### src/rtl/muldiv_pkg.sv
// Shared op codes, FSM encoding and sizing for the multiply/divide unit.
package muldiv_pkg;

  localparam int unsigned XLEN        = 32;
  localparam int unsigned OP_W        = 3;
  localparam int unsigned CNT_W       = 6;
  localparam int unsigned CALC_CYCLES = 32;

  localparam logic [OP_W-1:0] OP_MULT  = 3'd0;
  localparam logic [OP_W-1:0] OP_MULTU = 3'd1;
  localparam logic [OP_W-1:0] OP_DIV   = 3'd2;
  localparam logic [OP_W-1:0] OP_DIVU  = 3'd3;
  localparam logic [OP_W-1:0] OP_MTHI  = 3'd4;
  localparam logic [OP_W-1:0] OP_MTLO  = 3'd5;

  typedef enum logic [1:0] {
    ST_IDLE = 2'd0,
    ST_CALC = 2'd1,
    ST_FIX  = 2'd2
  } state_e;

  // Ops that occupy the iterative datapath.
  function automatic logic is_muldiv(input logic [OP_W-1:0] op);
    return (op == OP_MULT) || (op == OP_MULTU) || (op == OP_DIV) || (op == OP_DIVU);
  endfunction

  function automatic logic is_signed_op(input logic [OP_W-1:0] op);
    return (op == OP_MULT) || (op == OP_DIV);
  endfunction

  function automatic logic is_div_op(input logic [OP_W-1:0] op);
    return (op == OP_DIV) || (op == OP_DIVU);
  endfunction

endpackage

### src/rtl/muldiv_if.sv
// Execute-stage request/result bundle between the pipeline and the mul/div unit.
interface muldiv_if import muldiv_pkg::*; #(
  parameter int unsigned WIDTH = XLEN
);
  logic             start;
  logic [OP_W-1:0]  op;
  logic [WIDTH-1:0] a;
  logic [WIDTH-1:0] b;
  logic             busy;
  logic [WIDTH-1:0] hi;
  logic [WIDTH-1:0] lo;

  modport master (output start, op, a, b, input busy, hi, lo);
  modport slave  (input start, op, a, b, output busy, hi, lo);
endinterface

### src/rtl/muldiv_core.sv
// Iterative magnitude datapath: shift-add multiply, restoring divide, sign fix-up.
module muldiv_core import muldiv_pkg::*; #(
  parameter int unsigned WIDTH = XLEN
) (
  input  logic             clk,
  input  logic             rst,
  input  logic             load,
  input  logic             step,
  input  logic             is_div,
  input  logic             is_signed,
  input  logic [WIDTH-1:0] a,
  input  logic [WIDTH-1:0] b,
  output logic [WIDTH-1:0] res_hi_c,
  output logic [WIDTH-1:0] res_lo_c
);

  localparam int unsigned W2 = 2 * WIDTH;

  // acc holds {partial product, multiplier} for mul and {remainder, dividend/quotient} for div
  logic [W2-1:0]    acc_q, acc_d;
  logic [WIDTH-1:0] opnd_q;
  logic             div_q, neg_q, neg_r;

  logic             a_neg, b_neg, b_zero;
  logic [WIDTH-1:0] a_mag, b_mag;
  logic [WIDTH:0]   sum, shifted, trial;
  logic [W2-1:0]    prod_neg;

  // Operand magnitudes and sign flags for the op being accepted.
  always_comb begin
    a_neg  = is_signed & a[WIDTH-1];
    b_neg  = is_signed & b[WIDTH-1];
    a_mag  = a_neg ? WIDTH'(0) - a : a;
    b_mag  = b_neg ? WIDTH'(0) - b : b;
    b_zero = (b == '0);
  end

  // One iteration: add-and-shift-right for mul, trial-subtract-and-shift-left for div.
  always_comb begin
    acc_d   = acc_q;
    sum     = {1'b0, acc_q[W2-1:WIDTH]} + (acc_q[0] ? {1'b0, opnd_q} : (WIDTH+1)'(0));
    shifted = {acc_q[W2-1:WIDTH], acc_q[WIDTH-1]};
    trial   = shifted - {1'b0, opnd_q};
    if (div_q) begin
      if (!trial[WIDTH]) begin
        acc_d = {trial[WIDTH-1:0], acc_q[WIDTH-2:0], 1'b1};
      end else begin
        acc_d = {shifted[WIDTH-1:0], acc_q[WIDTH-2:0], 1'b0};
      end
    end else begin
      acc_d = {sum, acc_q[WIDTH-1:1]};
    end
  end

  // Datapath registers; a zero divisor suppresses quotient negation so lo reads all ones.
  always_ff @(posedge clk) begin
    if (rst) begin
      acc_q  <= '0;
      opnd_q <= '0;
      div_q  <= 1'b0;
      neg_q  <= 1'b0;
      neg_r  <= 1'b0;
    end else if (load) begin
      acc_q  <= {WIDTH'(0), (is_div ? a_mag : b_mag)};
      opnd_q <= is_div ? b_mag : a_mag;
      div_q  <= is_div;
      neg_q  <= (a_neg ^ b_neg) & ~b_zero;
      neg_r  <= a_neg;
    end else if (step) begin
      acc_q  <= acc_d;
    end
  end

  // Signed result fix-up applied to the finished magnitudes.
  always_comb begin
    prod_neg = W2'(0) - acc_q;
    res_hi_c = acc_q[W2-1:WIDTH];
    res_lo_c = acc_q[WIDTH-1:0];
    if (div_q) begin
      res_lo_c = neg_q ? WIDTH'(0) - acc_q[WIDTH-1:0]  : acc_q[WIDTH-1:0];
      res_hi_c = neg_r ? WIDTH'(0) - acc_q[W2-1:WIDTH] : acc_q[W2-1:WIDTH];
    end else if (neg_q) begin
      res_hi_c = prod_neg[W2-1:WIDTH];
      res_lo_c = prod_neg[WIDTH-1:0];
    end
  end

endmodule

### src/rtl/muldiv_unit.sv
// Multi-cycle mul/div unit with architectural HI/LO; busy stalls the pipeline.
module muldiv_unit import muldiv_pkg::*; #(
  parameter int unsigned WIDTH = XLEN
) (
  input  logic     clk,
  input  logic     rst,
  muldiv_if.slave  bus
);

  state_e           state_q, state_d;
  logic [CNT_W-1:0] cnt_q, cnt_d;
  logic             busy_q, busy_d;
  logic [WIDTH-1:0] hi_q, hi_d, lo_q, lo_d;
  logic             load_c, step_c;
  logic [WIDTH-1:0] res_hi_c, res_lo_c;

  muldiv_core #(.WIDTH(WIDTH)) u_core (
    .clk       (clk),
    .rst       (rst),
    .load      (load_c),
    .step      (step_c),
    .is_div    (is_div_op(bus.op)),
    .is_signed (is_signed_op(bus.op)),
    .a         (bus.a),
    .b         (bus.b),
    .res_hi_c  (res_hi_c),
    .res_lo_c  (res_lo_c)
  );

  // State, counter and HI/LO registers.
  always_ff @(posedge clk) begin
    if (rst) begin
      state_q <= ST_IDLE;
      cnt_q   <= '0;
      busy_q  <= 1'b0;
      hi_q    <= '0;
      lo_q    <= '0;
    end else begin
      state_q <= state_d;
      cnt_q   <= cnt_d;
      busy_q  <= busy_d;
      hi_q    <= hi_d;
      lo_q    <= lo_d;
    end
  end

  // Next state: accept ops only in IDLE, iterate in CALC, commit in FIX.
  always_comb begin
    state_d = state_q;
    cnt_d   = cnt_q;
    busy_d  = busy_q;
    hi_d    = hi_q;
    lo_d    = lo_q;
    load_c  = 1'b0;
    step_c  = 1'b0;
    case (state_q)
      ST_IDLE: begin
        if (bus.start) begin
          if (is_muldiv(bus.op)) begin
            load_c  = 1'b1;
            cnt_d   = '0;
            busy_d  = 1'b1;
            state_d = ST_CALC;
          end else if (bus.op == OP_MTHI) begin
            hi_d = bus.a;
          end else if (bus.op == OP_MTLO) begin
            lo_d = bus.a;
          end
        end
      end
      ST_CALC: begin
        step_c = 1'b1;
        cnt_d  = cnt_q + CNT_W'(1);
        if (cnt_q == CNT_W'(CALC_CYCLES - 1)) begin
          state_d = ST_FIX;
        end
      end
      ST_FIX: begin
        hi_d    = res_hi_c;
        lo_d    = res_lo_c;
        busy_d  = 1'b0;
        cnt_d   = '0;
        state_d = ST_IDLE;
      end
      default: begin
        busy_d  = 1'b0;
        state_d = ST_IDLE;
      end
    endcase
  end

  assign bus.busy = busy_q;
  assign bus.hi   = hi_q;
  assign bus.lo   = lo_q;

endmodule

### src/flat_wrapper.sv
// flat-port wrapper written by rule: the top's interface ports become plain ports
module muldiv_unit_flat import muldiv_pkg::*;
#(
  parameter int unsigned WIDTH = XLEN
)
  (clk, rst, bus_start, bus_op, bus_a, bus_b, bus_busy, bus_hi, bus_lo);
  muldiv_if #(.WIDTH(WIDTH)) bus_i ();
  input  logic clk;
  input  logic rst;
  input wire logic [$bits(bus_i.start)-1:0] bus_start;
  input wire logic [$bits(bus_i.op)-1:0] bus_op;
  input wire logic [$bits(bus_i.a)-1:0] bus_a;
  input wire logic [$bits(bus_i.b)-1:0] bus_b;
  output wire logic [$bits(bus_i.busy)-1:0] bus_busy;
  output wire logic [$bits(bus_i.hi)-1:0] bus_hi;
  output wire logic [$bits(bus_i.lo)-1:0] bus_lo;
  assign bus_i.start = bus_start;
  assign bus_i.op = bus_op;
  assign bus_i.a = bus_a;
  assign bus_i.b = bus_b;
  assign bus_busy = bus_i.busy;
  assign bus_hi = bus_i.hi;
  assign bus_lo = bus_i.lo;
  muldiv_unit #(.WIDTH(WIDTH)) u_core (.clk(clk), .rst(rst), .bus(bus_i));
endmodule
### config.mk
export PLATFORM = sky130hd
export DESIGN_NAME = muldiv_unit_flat
export DESIGN_NICKNAME = d
export VERILOG_FILES = /design/src/rtl/muldiv_pkg.sv /design/src/rtl/muldiv_if.sv /design/src/rtl/muldiv_core.sv /design/src/rtl/muldiv_unit.sv /design/src/flat_wrapper.sv
export SDC_FILE = /design/constraint.sdc
export NUM_CORES = 1
export LEC_CHECK = 0
export BUFFER_PORTS_ARGS = -buffer_cell sky130_fd_sc_hd__buf_2
export CAP_MARGIN = 20
export CORE_MARGIN = 5
export CORE_UTILIZATION = 35
export DETAILED_ROUTE_END_ITERATION = 10
export GPL_TIMING_DRIVEN = 0
export HOLD_SLACK_MARGIN = 0.12
export PLACE_DENSITY_LB_ADDON = 0.3
export SYNTH_ARGS = -nofsm -noshare
export SYNTH_HDL_FRONTEND = slang
export SYNTH_SLANG_ARGS = --single-unit
export TNS_END_PERCENT = 100
### constraint.sdc
create_clock -name clk -period 4.75 [get_ports clk]
set_clock_uncertainty 0.15 [all_clocks]
set_input_delay 0.95 -clock clk [delete_from_list [all_inputs] [get_ports clk]]
set_output_delay 0.95 -clock clk [all_outputs]
set_load 0.02 [all_outputs]
==> results.ini <==
[worst_setup_path]
cp_data_arrival_time_ns=4.74
cp.required_ns=4.90
crit_type=flop to flop
worstSetupEndpointType=flop
r2r_end=u_core.u_core.acc_q[57]$_SDFFE_PP0P_
r2r_slack_ns=0.16
r2r-start=u_core.u_core.acc_q[31]$_SDFFE_PP0P_
endpoint=u_core.u_core.acc_q[57]$_SDFFE_PP0P_
startpoint_type=flop
r2r_cells=14
path_max_fanout=10
crit_path_start=u_core.u_core.acc_q[31]$_SDFFE_PP0P_

[clock_network]
cts_setup_buffers=0
htree_num_levels=4
clkLatencyLatePin_ns=0.45
cts.path.max_buffers=2
cts.sinks=172
path_clk_slew_ns=0.07
ctsHoldBuffers=0
cts_root_buffer=clkbuf_16
cts_tree=done
numCtsBuffers=17

[floorplanning]
die_x_um=214
pin_count=135
start_util=0.356
die_h_um=214
die_area_sq_um=45800
row_count=74
core_sq_um=41000

[layout]
final_util=0.403
layout_common_cells=nor2_1 (286), a21oi_1 (230), nand2_1 (211)
area_delta_synth_final_pct=13.2
final_common_cell=nor2_1
final_net_count=2333
drive_gt1_frac=0.0930

[power]
ir_drop_uv=277
seq_power_share=0.345
p_int_mw=2.81
finalPower_mw=4.70
sw_frac_of_total=0.403
leakage_nw=6.43
comb_power_share=0.352
powerDensity_nw_per_um2=285
pwr-share-clk=0.303
p_sw_mw=1.90

[grt]
grt_start_max_net_pins=18
grt_use_total=0.265
grt_pass1_wl_um=95200
antenna_found_initial=2
grt.overflow.total=0
grt_pass1_vias=15300

[synthesis]
syn-mean-instance-area_sq_um=7.15
synth_compound_area_frac=0.276
synthXorXnorAreaFrac=0.107
ys_warn_count=0
syn-instance-count=2039
synth_mux_area_frac=0.0435
synth_top_area_frac=0.236
ys_seq_area_frac=0.236
synth_top_family_by_area=compound AO/OA/AOI/OAI gates
synth_top_flop_cell=dfxtp_1
yosys.area.top_type=dfxtp_1
synthAdderAreaFrac=0.0619
synth_seq_cells=172
synth_area_leaders=dfxtp_1 (24%), a21oi_1 (7.9%), nor2_1 (7.4%)
syn_nets=2180
synth_cell_types=72
async_reset_ff_frac=0
synth_edf_count=0
syn_area_sq_um=14600
synth_simple_gate_area_frac=0.226

[sta]
totalNegativeSetupSlack_ns=0
finalCritPeriodShare=0.967
relSlewSlack=0.355
slew_viol_final=0
hold_viol_final=0
setup_viol=0
post-route-min-period_ns=4.59
timing.fmax_ghz=0.218
worstMarginPinSlew_ns=0.967

[route]
routedWlPerCell_um=23.5
ant_nets=0
drt_iter0_drc=2180
drc=0
met2WireLength_um=27400
first_pass_iters=8
via_per_inst=6.01
wirelength_met1_um=27800
routed.top_layer=met4
wirelength_um=64300
wl_met3_um=6270
vias=16500

[worst_hold_path]
hold_class=flop to flop

[place]
portBuffers=132
dpl.hpwl_um=51900
routabilityCongestion=1.01

[run_status]
status=completed

[flow_run]
max_cap_violations=0

power groups by stage:
stage	clock [mW]	sequential (mW)	combinational (mW)
CTS	1.42	1.61	1.61
global route	1.48	1.63	1.79
global placement	0	1.65	1.59
detailed placement	0	1.65	1.59
floorplan	0	1.62	1.08
finish	1.42	1.62	1.66
kinds of logic after synthesis:
group | count (synthesis)
muxes | 63
DFF | 172
and+or+nand+nor | 725
xor gates and xnor gates | 178
buffers and inverters | 191
adders and majority gates | 71
AOI/OAI and AO/OA | 639
synthesized netlist by cell type (7+ instances only):
master,count
clkbuf_1,118
a311oi_1,7
a31oi_1,18
and2_1,20
a211o_1,8
xor2_1,92
xnor2_1,86
nor3_1,37
a211oi_1,67
buf_1,12
o31ai_1,21
or2_2,8
nand2_1,211
and3_1,14
nor2b_1,18
nand3_1,29
o211ai_1,54
inv_1,57
or3_1,18
nor4_1,20
nand4_1,11
nand2b_1,19
o21ai_0,114
or4_1,9
o22ai_1,12
o41ai_1,9
dfxtp_1,172
o21a_1,12
o221ai_1,9
nor2_1,286
ha_1,69
mux2i_1,60
a2111oi_0,17
a21oi_1,230
a21o_1,21
timing repair:
item                                    in CTS  in global routing
endpoints found under the setup margin      27                 21
gates resized for setup                      5                 14
endpoints found under the hold margin        0                  0
pin swaps                                    0                  0
worst max-delay path, cell delays in order, from the launching register on:
cell and delay (ns):
dfxtp_1 0.56, inv_1 0.12, ha_1 0.26, fa_1 0.43
nor2b_1 0.19, o2111ai_1 0.27, a31oi_1 0.35, a41oi_1 0.36
o21ai_1 0.29, xor2_1 0.32, clkbuf_4 0.34, clkbuf_2 0.32
nor2_1 0.13, a221oi_1 0.23, a21oi_1 0.11
worst min-delay path by stage:
stage                                                      from                                     to  slack, ns  cells after the start
after floorplan           u_core.u_core.opnd_q[11]$_SDFFE_PP0P_  u_core.u_core.opnd_q[11]$_SDFFE_PP0P_       0.28                      2
after global placement    u_core.u_core.opnd_q[25]$_SDFFE_PP0P_  u_core.u_core.opnd_q[25]$_SDFFE_PP0P_       0.30                      2
after detailed placement  u_core.u_core.opnd_q[15]$_SDFFE_PP0P_  u_core.u_core.opnd_q[15]$_SDFFE_PP0P_       0.30                      2
after CTS                  u_core.u_core.opnd_q[2]$_SDFFE_PP0P_   u_core.u_core.opnd_q[2]$_SDFFE_PP0P_       0.31                      2
after global routing      u_core.u_core.opnd_q[25]$_SDFFE_PP0P_  u_core.u_core.opnd_q[25]$_SDFFE_PP0P_       0.32                      2
final                     u_core.u_core.opnd_q[25]$_SDFFE_PP0P_  u_core.u_core.opnd_q[25]$_SDFFE_PP0P_       0.31                      2
sequential cells by signal, indices dropped and copies added (netlist names), 2 cells and up:
signal                flops
u_core.bus.hi            32
u_core.bus.lo            32
u_core.cnt_q              6
u_core.state_q            2
u_core.u_core.acc_q      64
u_core.u_core.opnd_q     32
layout make-up:
type,count,area (sq um)
diodes,2,5.00
plain buffers,133,517
clock buffers,19,443
clock inverters,13,126
fillers,4324,24500
inverters,58,218
multi-input cells,1676,10400
flip-flops and latches,172,3440
well taps,532,666
repair buffers,134,669
through the flow:
step,cell area (sq um),worst slack [ns],hold slack [ns],instances
finish,16500,0.158,0.309,2739
global route,16500,-0.0257,0.323,2739
CTS,16500,0.0257,0.311,2736
detailed placement,15900,-0.263,0.301,2704
global placement,15900,-0.379,0.297,2703
floorplan,14600,1.02,0.282,2039
routing by layer:
layer  track usage  vias to the layer above
met5             0                        -
met4         0.112                        0
met2         0.408                      894
met1         0.368                     7795
met3        0.0435                      139
li1              -                     7644
(Power assumes the default switching activity.)
